[src/rtl/multi_vu_meter.sv]
// -----------------------------------------------------------------------------
// multi_vu_meter
//
// Multi-channel VU meter core. A tagged, offset-binary sample stream from the
// ADC front end is full-wave rectified and reduced per channel to a windowed
// peak level. Each channel also keeps a peak-hold marker that is held for a
// number of windows and then decays. One operator-selected channel is
// quantised onto an LEDS-wide bar graph, optionally with a peak dot.
//
// Ports
//   clk          : single clock, all logic in this domain
//   rst          : asynchronous active-high reset
//   sample_valid : accept sample_ch/sample_data on this edge
//   sample_ch    : channel tag; tags >= CHANNELS are ignored
//   sample_data  : raw offset-binary ADC code
//   disp_sel     : channel shown on leds; >= CHANNELS blanks the display
//   mode         : 0 = bar, 1 = bar plus peak dot
//   leds         : registered bar pattern, bit 0 is the lowest LED
//   frame_done   : one-cycle pulse after any channel completes a window
//   frame_ch     : channel that completed; valid while frame_done is high
// -----------------------------------------------------------------------------
module multi_vu_meter #(
    parameter int CHANNELS = 2,
    parameter int DATA_W   = 12,
    parameter int LEDS     = 8,
    parameter int WINDOW   = 512,
    parameter int HOLD     = 16,
    parameter int DECAY_SH = 3,
    localparam int CH_W    = (CHANNELS > 1) ? $clog2(CHANNELS) : 1
) (
    input  logic              clk,
    input  logic              rst,
    input  logic              sample_valid,
    input  logic [CH_W-1:0]   sample_ch,
    input  logic [DATA_W-1:0] sample_data,
    input  logic [CH_W-1:0]   disp_sel,
    input  logic              mode,
    output logic [LEDS-1:0]   leds,
    output logic              frame_done,
    output logic [CH_W-1:0]   frame_ch
);

    localparam int MAG_W  = DATA_W - 1;
    localparam int WC_W   = (WINDOW > 1) ? $clog2(WINDOW) : 1;
    localparam int HC_W   = (HOLD > 0) ? $clog2(HOLD + 1) : 1;
    // LEDS <= 16, so a count of 0..LEDS always fits in five bits.
    localparam int CNT_W  = 5;
    localparam int PROD_W = MAG_W + CNT_W;

    localparam logic [MAG_W-1:0] MAG_ZERO  = {MAG_W{1'b0}};
    localparam logic [MAG_W-1:0] MAG_ONE   = MAG_W'(1'b1);
    localparam logic [WC_W-1:0]  WC_ZERO   = {WC_W{1'b0}};
    localparam logic [WC_W-1:0]  WC_ONE    = WC_W'(1'b1);
    localparam logic [WC_W-1:0]  WIN_LAST  = WC_W'(WINDOW - 1);
    localparam logic [HC_W-1:0]  HC_ZERO   = {HC_W{1'b0}};
    localparam logic [HC_W-1:0]  HC_ONE    = HC_W'(1'b1);
    localparam logic [HC_W-1:0]  HOLD_INIT = HC_W'(HOLD);
    localparam logic [CH_W:0]    CH_LIMIT  = (CH_W + 1)'(CHANNELS);
    localparam logic [CH_W-1:0]  CH_ZERO   = {CH_W{1'b0}};
    localparam logic [CNT_W-1:0] CNT_ZERO  = {CNT_W{1'b0}};

    // Full-wave rectify around the midpoint. Above the midpoint the low bits
    // already equal d - mid; below it, mid - 1 - d is the bitwise inverse of
    // the low bits, so no subtractor is needed.
    function automatic logic [MAG_W-1:0] rectify(input logic [DATA_W-1:0] d);
        if (d[DATA_W-1]) begin
            rectify = d[MAG_W-1:0];
        end else begin
            rectify = ~d[MAG_W-1:0];
        end
    endfunction

    // Number of lit LEDs for a magnitude: (x * (LEDS+1)) >> MAG_W.
    function automatic logic [CNT_W-1:0] quantise(input logic [MAG_W-1:0] x);
        quantise = CNT_W'((PROD_W'(x) * PROD_W'(LEDS + 1)) >> MAG_W);
    endfunction

    // Decayed peak: drop by max(1, peak >> DECAY_SH), floor at zero, but never
    // below the level of the window just completed.
    function automatic logic [MAG_W-1:0] decay_target(input logic [MAG_W-1:0] peak,
                                                      input logic [MAG_W-1:0] win_max);
        logic [MAG_W-1:0] step;
        logic [MAG_W-1:0] dropped;
        step = peak >> DECAY_SH;
        if (step == MAG_ZERO) begin
            step = MAG_ONE;
        end else begin
            step = step;
        end
        if (peak > step) begin
            dropped = peak - step;
        end else begin
            dropped = MAG_ZERO;
        end
        if (win_max > dropped) begin
            decay_target = win_max;
        end else begin
            decay_target = dropped;
        end
    endfunction

    // Per-channel state
    logic [MAG_W-1:0] run_max_r  [CHANNELS];
    logic [MAG_W-1:0] level_r    [CHANNELS];
    logic [MAG_W-1:0] peak_r     [CHANNELS];
    logic [WC_W-1:0]  win_cnt_r  [CHANNELS];
    logic [HC_W-1:0]  hold_cnt_r [CHANNELS];

    logic              frame_done_r;
    logic [CH_W-1:0]   frame_ch_r;
    logic [LEDS-1:0]   leds_r;

    // Sample path
    logic              sample_ok_s;
    logic [CH_W-1:0]   idx_s;
    logic [MAG_W-1:0]  mag_s;
    logic [MAG_W-1:0]  new_max_s;
    logic              win_end_s;
    logic [MAG_W-1:0]  peak_nxt_s;
    logic [HC_W-1:0]   hold_nxt_s;

    // Display path
    logic              disp_ok_s;
    logic [CH_W-1:0]   didx_s;
    logic [CNT_W-1:0]  lvl_cnt_s;
    logic [CNT_W-1:0]  pk_cnt_s;
    logic [LEDS-1:0]   bar_s;
    logic [LEDS-1:0]   dot_s;
    logic [LEDS-1:0]   leds_nxt_s;

    // Rectify the incoming sample and work out the channel's next window/peak state.
    always_comb begin
        sample_ok_s = sample_valid && ({1'b0, sample_ch} < CH_LIMIT);
        // Invalid tags are parked on channel 0 only so the array read stays in range;
        // sample_ok_s gates every write.
        if (sample_ok_s) begin
            idx_s = sample_ch;
        end else begin
            idx_s = CH_ZERO;
        end
        mag_s = rectify(sample_data);
        if (mag_s > run_max_r[idx_s]) begin
            new_max_s = mag_s;
        end else begin
            new_max_s = run_max_r[idx_s];
        end
        win_end_s  = (win_cnt_r[idx_s] == WIN_LAST);
        peak_nxt_s = peak_r[idx_s];
        hold_nxt_s = hold_cnt_r[idx_s];
        if (new_max_s >= peak_r[idx_s]) begin
            peak_nxt_s = new_max_s;
            hold_nxt_s = HOLD_INIT;
        end else if (hold_cnt_r[idx_s] != HC_ZERO) begin
            hold_nxt_s = hold_cnt_r[idx_s] - HC_ONE;
        end else begin
            peak_nxt_s = decay_target(peak_r[idx_s], new_max_s);
        end
    end

    // Per-channel window accumulation, level capture and peak tracking.
    always_ff @(posedge clk or posedge rst) begin
        if (rst) begin
            for (int c = 0; c < CHANNELS; c++) begin
                run_max_r[c]  <= MAG_ZERO;
                level_r[c]    <= MAG_ZERO;
                peak_r[c]     <= MAG_ZERO;
                win_cnt_r[c]  <= WC_ZERO;
                hold_cnt_r[c] <= HC_ZERO;
            end
        end else if (sample_ok_s) begin
            if (win_end_s) begin
                level_r[idx_s]    <= new_max_s;
                run_max_r[idx_s]  <= MAG_ZERO;
                win_cnt_r[idx_s]  <= WC_ZERO;
                peak_r[idx_s]     <= peak_nxt_s;
                hold_cnt_r[idx_s] <= hold_nxt_s;
            end else begin
                run_max_r[idx_s]  <= new_max_s;
                win_cnt_r[idx_s]  <= win_cnt_r[idx_s] + WC_ONE;
            end
        end
    end

    // Window-complete pulse and the channel that produced it.
    always_ff @(posedge clk or posedge rst) begin
        if (rst) begin
            frame_done_r <= 1'b0;
            frame_ch_r   <= CH_ZERO;
        end else begin
            frame_done_r <= sample_ok_s && win_end_s;
            if (sample_ok_s && win_end_s) begin
                frame_ch_r <= sample_ch;
            end
        end
    end

    // Quantise the selected channel into a bar, plus a dot at the peak position.
    always_comb begin
        disp_ok_s = ({1'b0, disp_sel} < CH_LIMIT);
        if (disp_ok_s) begin
            didx_s = disp_sel;
        end else begin
            didx_s = CH_ZERO;
        end
        lvl_cnt_s = quantise(level_r[didx_s]);
        pk_cnt_s  = quantise(peak_r[didx_s]);
        bar_s     = {LEDS{1'b0}};
        dot_s     = {LEDS{1'b0}};
        for (int i = 0; i < LEDS; i++) begin
            bar_s[i] = (CNT_W'(i) < lvl_cnt_s);
            // Dot sits on LED count-1; a count of zero never matches i+1.
            dot_s[i] = mode && (pk_cnt_s != CNT_ZERO) && (pk_cnt_s == CNT_W'(i + 1));
        end
        if (disp_ok_s) begin
            leds_nxt_s = bar_s | dot_s;
        end else begin
            leds_nxt_s = {LEDS{1'b0}};
        end
    end

    // Display register so leds is a clean flop output.
    always_ff @(posedge clk or posedge rst) begin
        if (rst) begin
            leds_r <= {LEDS{1'b0}};
        end else begin
            leds_r <= leds_nxt_s;
        end
    end

    assign leds       = leds_r;
    assign frame_done = frame_done_r;
    assign frame_ch   = frame_ch_r;

endmodule

[config.mk]
export PLATFORM = sky130hd
export DESIGN_NAME = multi_vu_meter
export DESIGN_NICKNAME = d
export VERILOG_FILES = /design/src/rtl/multi_vu_meter.sv
export SDC_FILE = /design/constraint.sdc
export NUM_CORES = 1
export LEC_CHECK = 0
export ABC_CLOCK_PERIOD_IN_PS = 11050
export BUFFER_PORTS_ARGS = -buffer_cell sky130_fd_sc_hd__buf_2
export CORE_MARGIN = 2
export CORE_UTILIZATION = 60
export DETAILED_ROUTE_END_ITERATION = 7
export PLACE_DENSITY = 0.78
export RECOVER_POWER = 100
export SLEW_MARGIN = 40
export SYNTH_ARGS = -nofsm -noshare
export SYNTH_HDL_FRONTEND = slang
export SYNTH_SLANG_ARGS = --single-unit
[constraint.sdc]
create_clock -name clk -period 11.05 [get_ports clk]
set_clock_uncertainty 0.05 [all_clocks]
set_input_delay 2.21 -clock clk [delete_from_list [all_inputs] [get_ports clk]]
set_output_delay 2.21 -clock clk [all_outputs]
set_load 0.01 [all_outputs]
# Word level (Yosys, flattened, before mapping)
# Index checks and enable logic that the tools add are counted.
[totals]
ff_bits = 104
word_cells = 110
[classes]
add_sub_neg = 3
mul = 2
n_lt_le_gt_ge = 15
n_eq_ne = 9
mux = 45
n_bitwise = 8
reduce_logical = 15
[op_table]
columns = ["cell", "count"]
rows = [
  ["$mux W11", 23],
  ["$bwmux W22", 3],
  ["$mux W9", 4],
  ["$gt A11 B11 Y1", 3],
  ["$mul A11 B4 Y15 const B", 2],
  ["$mux W5", 6],
  ["$and A22 B22 Y22", 1],
  ["$mux W22", 1],
  ["$not A22 Y22", 1],
  ["$and A18 B18 Y18", 1],
  ["$bwmux W18", 1],
  ["$mux W18", 1],
  ["$not A18 Y18", 1],
  ["$eq A4 B3 Y1 const B", 4],
  ["$lt A3 B4 Y1 const A", 4],
  ["$demux W11 S1", 1],
  ["$ge A11 B11 Y1", 1],
  ["$logic_and A1 B1 Y1", 11],
  ["$logic_not A11 Y1", 1],
  ["$not A11 Y11", 1],
  ["$sub A11 B11 Y11", 1],
  ["$bwmux W10", 1],
  ["$reduce_bool A5 Y1", 2],
  ["$add A9 B1 Y9 const B", 1],
  ["16 further kinds", 21],
]

# Logic depth before layout (Yosys ltp)
[depth]
depth_word = 18
mapped_depth = 27
depth_no_buf = 22

# Worst setup path before layout
# OpenSTA, ideal clock, no wires.
[synth_timing]
path_type = "input port to flip-flop"
from = "in sample_ch"
to = "reg peak_r[1] (netlist name)"
t_arrival_ns = 6.836
required_time_ns = 10.866
path_slack_ns = 4.030
cell_stages = 23
n_path_buf = 5
path_cell_list = "buf_6 -> and2_4 -> buf_12 -> buf_4 -> buf_2 -> mux2i_1 -> nand4_1 -> o21ai_0 -> ha_1 -> inv_1 -> fa_1 -> a21oi_1 -> o2111ai_1 -> a21boi_0 -> xor2_1 -> or2_2 -> ha_1 -> nand4_1 -> or4_1 -> a31o_2 -> buf_6 -> a222oi_1 -> o21ai_1"
[synth_between]
elab_chain_cells = 18
word_cells_on_any_way = 39
classes_between = "add/sub: 1; order compare: 6; eq/ne: 1; mux: 26; bitwise: 1; reduce/logical: 4"
[synth_lines]
columns = ["item", "line", "source"]
rows = [
  ["from (decl)", "34", "input logic [CH_W-1:0] sample_ch,"],
  ["$mux W1 (*)", "136", "if (sample_ok_s) begin"],
  ["$not A1 Y2 (not written as such) (*)", "-", ""],
  ["$mux W11 (not written as such) (3 in series)", "148, 150, 156", ""],
  ["$logic_not A11 Y1", "85", "if (step == MAG_ZERO) begin"],
  ["$mux W8", "85", ""],
  ["$mux W11", "153", "end else if (hold_cnt_r[idx_s] != HC_ZERO) begin"],
  ["$mux W11", "150", "if (new_max_s >= peak_r[idx_s]) begin"],
  ["$sub A11 B11 Y11 / $gt A11 B11 Y1 (equally long branches)", "91, 90", ""],
  ["$mux W11", "90", "if (peak > step) begin"],
  ["$mux W11", "153", ""],
  ["$mux W11", "150", ""],
  ["$gt A11 B11 Y1", "95", "if (win_max > dropped) begin"],
  ["$mux W11", "95", ""],
  ["$mux W11", "153", ""],
  ["$mux W11", "150", ""],
  ["$bwmux W22", "175", "peak_r[idx_s] <= peak_nxt_s;"],
  ["to (signal, indexed assignment)", "175", ""],
  ["to (decl)", "105", "logic [MAG_W-1:0] peak_r [CHANNELS];"],
]
# Mark *: on every way between the ends. The rest lies on a longest branch, timed or not. The select of a mux whose other input is x is not followed.
# A chain may end at the register's enable or synchronous reset.

# Worst setup path after layout
[layout_timing]
from = "in sample_ch"
to = "reg peak_r[8] (netlist name)"
[layout_between]
word_cells_on_any_way = 39
classes_between = "add/sub: 1; order compare: 6; eq/ne: 1; mux: 26; bitwise: 1; reduce/logical: 4"
[layout_lines]
columns = ["item", "line", "source"]
rows = [
  ["$mux W1 (*)", "136", ""],
  ["$not A1 Y2 (not written as such) (*)", "142, 145", ""],
  ["$mux W11 (not written as such) (*) (3 in series)", "142, 145", ""],
  ["$gt A11 B11 Y1", "142", "if (mag_s > run_max_r[idx_s]) begin"],
  ["$mux W11 (*)", "142", ""],
  ["net new_max_s[8]", "117", "logic [MAG_W-1:0] new_max_s;"],
  ["$gt A11 B11 Y1", "95", ""],
  ["$mux W11", "95", ""],
  ["$mux W11", "153", ""],
  ["$mux W11 (*)", "150", ""],
  ["$bwmux W22 (*)", "175", ""],
]
# Mark *: on every way through the listed nets, which the timed path passes. The rest lies on a longest branch. The select of a mux whose other input is x is not followed.

==> results.yml <==
placed_design:
  hpwl_mm: 12.6
  port_buffers: 27
  place_area_sq_um: 7390
  dp_cells: 943
  gp_congestion: 0.945
die:
  rows: 40
  die_h_um: 114
  die_x_um: 114
  initial_core_util_pct: 60.8
  die_area_sq_um: 12900
  pin_count: 28
  core_area_sq_um: 11900
detailed_routing:
  wl_per_cell_um: 18.3
  dr.pass1.iters: 7
  drc_errors: 0
  drt_iter0_drc: 595
  antenna_left: 0
  drt_wl_total_mm: 17.5
  routed_via_density: 6.30
  num_vias: 6039
finish:
  final_area_sq_um: 7670
  instances_no_fill: 959
  areaGrowthSynthToFinish_pct: 6.26
  drive_above_1_share_pct: 9.73
  nets: 898
  insertedDiodeCount: 0
global_route:
  track_usage_pct: 28.3
  antenna_found_initial: 0
  grt_pass1_vias: 6003
  gr-total-overflow: 0
  grt_max_degree: 61
  grt_pass1_wl_mm: 29.2
power_and_ir_drop:
  ir_drop_mv: 0.0986
  p_leak_nw: 3.82
  powerDensity_nw_per_um2: 178
cts:
  cts-resized-gates: 0
  path_clk_slew_ns: 0.08
  clk_latency_ns: 0.35
  cts.sink_count: 104
  cts_setup_buffers: 0
  cts_hold_buf: 0
  cts_buffer_depth: 2
  cts_buffers: 9
  h-tree-depth: 3
  cts_tree: "built"
  cts_root_buf: "clkbuf_16"
timing:
  hold_viol: 0
  max_freq_ghz: 0.111
  slew_headroom_pct: -114
  fin_crit_sh_pct: 81.7
  setup_viol: 0
  min_period_ns: 9.03
  tightestPinTransition_ns: 3.21
  setup_tns_ns: 0
  rsz0062_at_grt: "no"
  drv_slew: 239
synth:
  synth_commonest_cells: "129 x nand2_1, 104 x dfrtp_1, 72 x ha_1, 54 x o21ai_0, 46 x inv_1"
  synth_most_common_cell: "nand2_1"
  ys_top_cells_by_area: "dfrtp_1 36%, ha_1 12%, nand2_1 6.7%"
  synthArstFlopShare_pct: 100
  synth_seq_area_share_pct: 36.1
  synth_area_leader_cell: "dfrtp_1"
  syn-instance-count: 799
  synth_area_sq_um: 7220
  ys.warnings.count: 0
  avgSynthCellArea_sq_um: 9.03
  ys_types: 67
  synth_fp_nets: 890
  synth_seq_cells: 104
  synth_edf_count: 0
  synth_top_cell_area_share_pct: 36.1
  synth_flop_cell: "dfrtp_1"
run_status:
  status: "complete, but fails checks"
  violations: "capacitance limit, slew limit"
worst_hold_path:
  hp-class: "flop to flop"
critical_path:
  end_kind: "flop"
  worst-path-max-fanout: 34
  critPathKind: "input port to flop"
  required_ns: 11.24
  arrival_ns: 9.23
  cp-start-kind: "input port"
run:
  maxCapViolCount: 5
[metal layers]
| metal | vias up | track usage (%) | wire length [um] |
|---|---|---|---|
| li1 | 2876 | - | - |
| met1 | 2899 | 37.6 | 7690 |
| met2 | 217 | 46.3 | 8290 |
| met4 | 0 | 11.5 | 556 |
| met5 | - | 0 | 0 |
| met3 | 47 | 4.94 | 987 |
[sequential cells by signal, indices dropped and copies added (netlist names)]
name        cells
frame_ch        1
peak_r         22
leds            8
level_r        22
run_max_r      22
frame_done      1
hold_cnt_r     10
win_cnt_r      18
[final cells by class]
class / count / area, sq um
fillers: 1002 / 4190
clock buffers: 11 / 243
well taps: 147 / 184
flip-flops and latches: 104 / 2600
repair buffers: 31 / 135
inverters: 51 / 193
multi-input cells: 610 / 4250
clock inverters: 5 / 65.1
[where the power goes]
group	internal [mW]	total (mW)	switching [mW]	leakage [nW]
clock	0.184	0.329	0.145	0.144
combinational	0.212	0.575	0.363	2.27
sequential	0.432	0.464	0.0322	1.40
total	0.827	1.37	0.540	3.82
[cell usage in the layout (no fill, tap or decap), types with 4 or more instances in the layout]
| cell type | n |
|---|---|
| a211oi_1 | 6 |
| a21o_1 | 6 |
| a21oi_1 | 37 |
| a222oi_1 | 8 |
| a31oi_1 | 12 |
| and2_1 | 5 |
| buf_2 | 15 |
| clkbuf_1 | 17 |
| clkbuf_16 | 9 |
| dfrtp_1 | 104 |
| ha_1 | 72 |
| inv_1 | 45 |
| inv_2 | 5 |
| mux2_1 | 7 |
| mux2_2 | 22 |
| mux2i_1 | 26 |
| nand2_1 | 130 |
| nand3_1 | 31 |
| nand4_1 | 9 |
| nor2_1 | 40 |
| nor3_1 | 8 |
| o21a_1 | 6 |
| o21ai_0 | 66 |
| o31ai_1 | 26 |
| or2_2 | 4 |
| xnor2_1 | 6 |
| xor2_1 | 17 |
[path summary, 6_finish.rpt]
path,startpoint,to,slack (ns),depth (start not counted)
worst max-delay path,sample_ch,peak_r[8],2.02,19
worst min-delay path,hold_cnt_r[0],hold_cnt_r[0],0.43,1
worst max register to register,peak_r[9],peak_r[0],5.36,19
worst min register to register,hold_cnt_r[0],hold_cnt_r[0],0.43,1
max in group asynchronous,rst,run_max_r[16],4.90,3
min in group asynchronous,rst,level_r[15],2.33,2
[critical path, cell delays in order]
cell	delay [ns]
clkbuf_1	0.15
nand2_1	0.83
clkbuf_1	1.26
mux2i_1	0.26
ha_1	0.41
a21oi_1	0.11
a21oi_1	0.19
o21bai_1	0.16
a21oi_4	0.38
mux2_1	0.47
inv_1	0.19
ha_1	0.27
a211oi_1	0.24
nor3_1	0.08
a211oi_1	0.31
o21ai_0	0.43
nor2_2	0.76
a222oi_1	0.26
o21ai_0	0.22
[metrics by stage]
stage	utilization, %	hold WS, ns	power, mW	worst slack (ns)
after CTS	64.9	0.428	1.36	3.31
after global routing	64.6	0.446	1.44	1.50
after detailed placement	62.3	0.415	1.03	3.00
after floorplan	-	0.390	0.887	4.03
final	64.6	0.426	1.37	2.02
after global placement	62.3	0.407	1.00	3.18
[kinds of logic after synthesis]
kind of cell	share of synthesized area, %
buffers and inverters	5.13
AO/OA/AOI/OAI	18.1
adder cells (fa/ha/maj)	12.8
AND/OR/NAND/NOR	15.5
flip-flops	36.1
multiplexers	9.68
XOR/XNOR	2.79
Note: power is estimated with default switching activity, not from simulation.
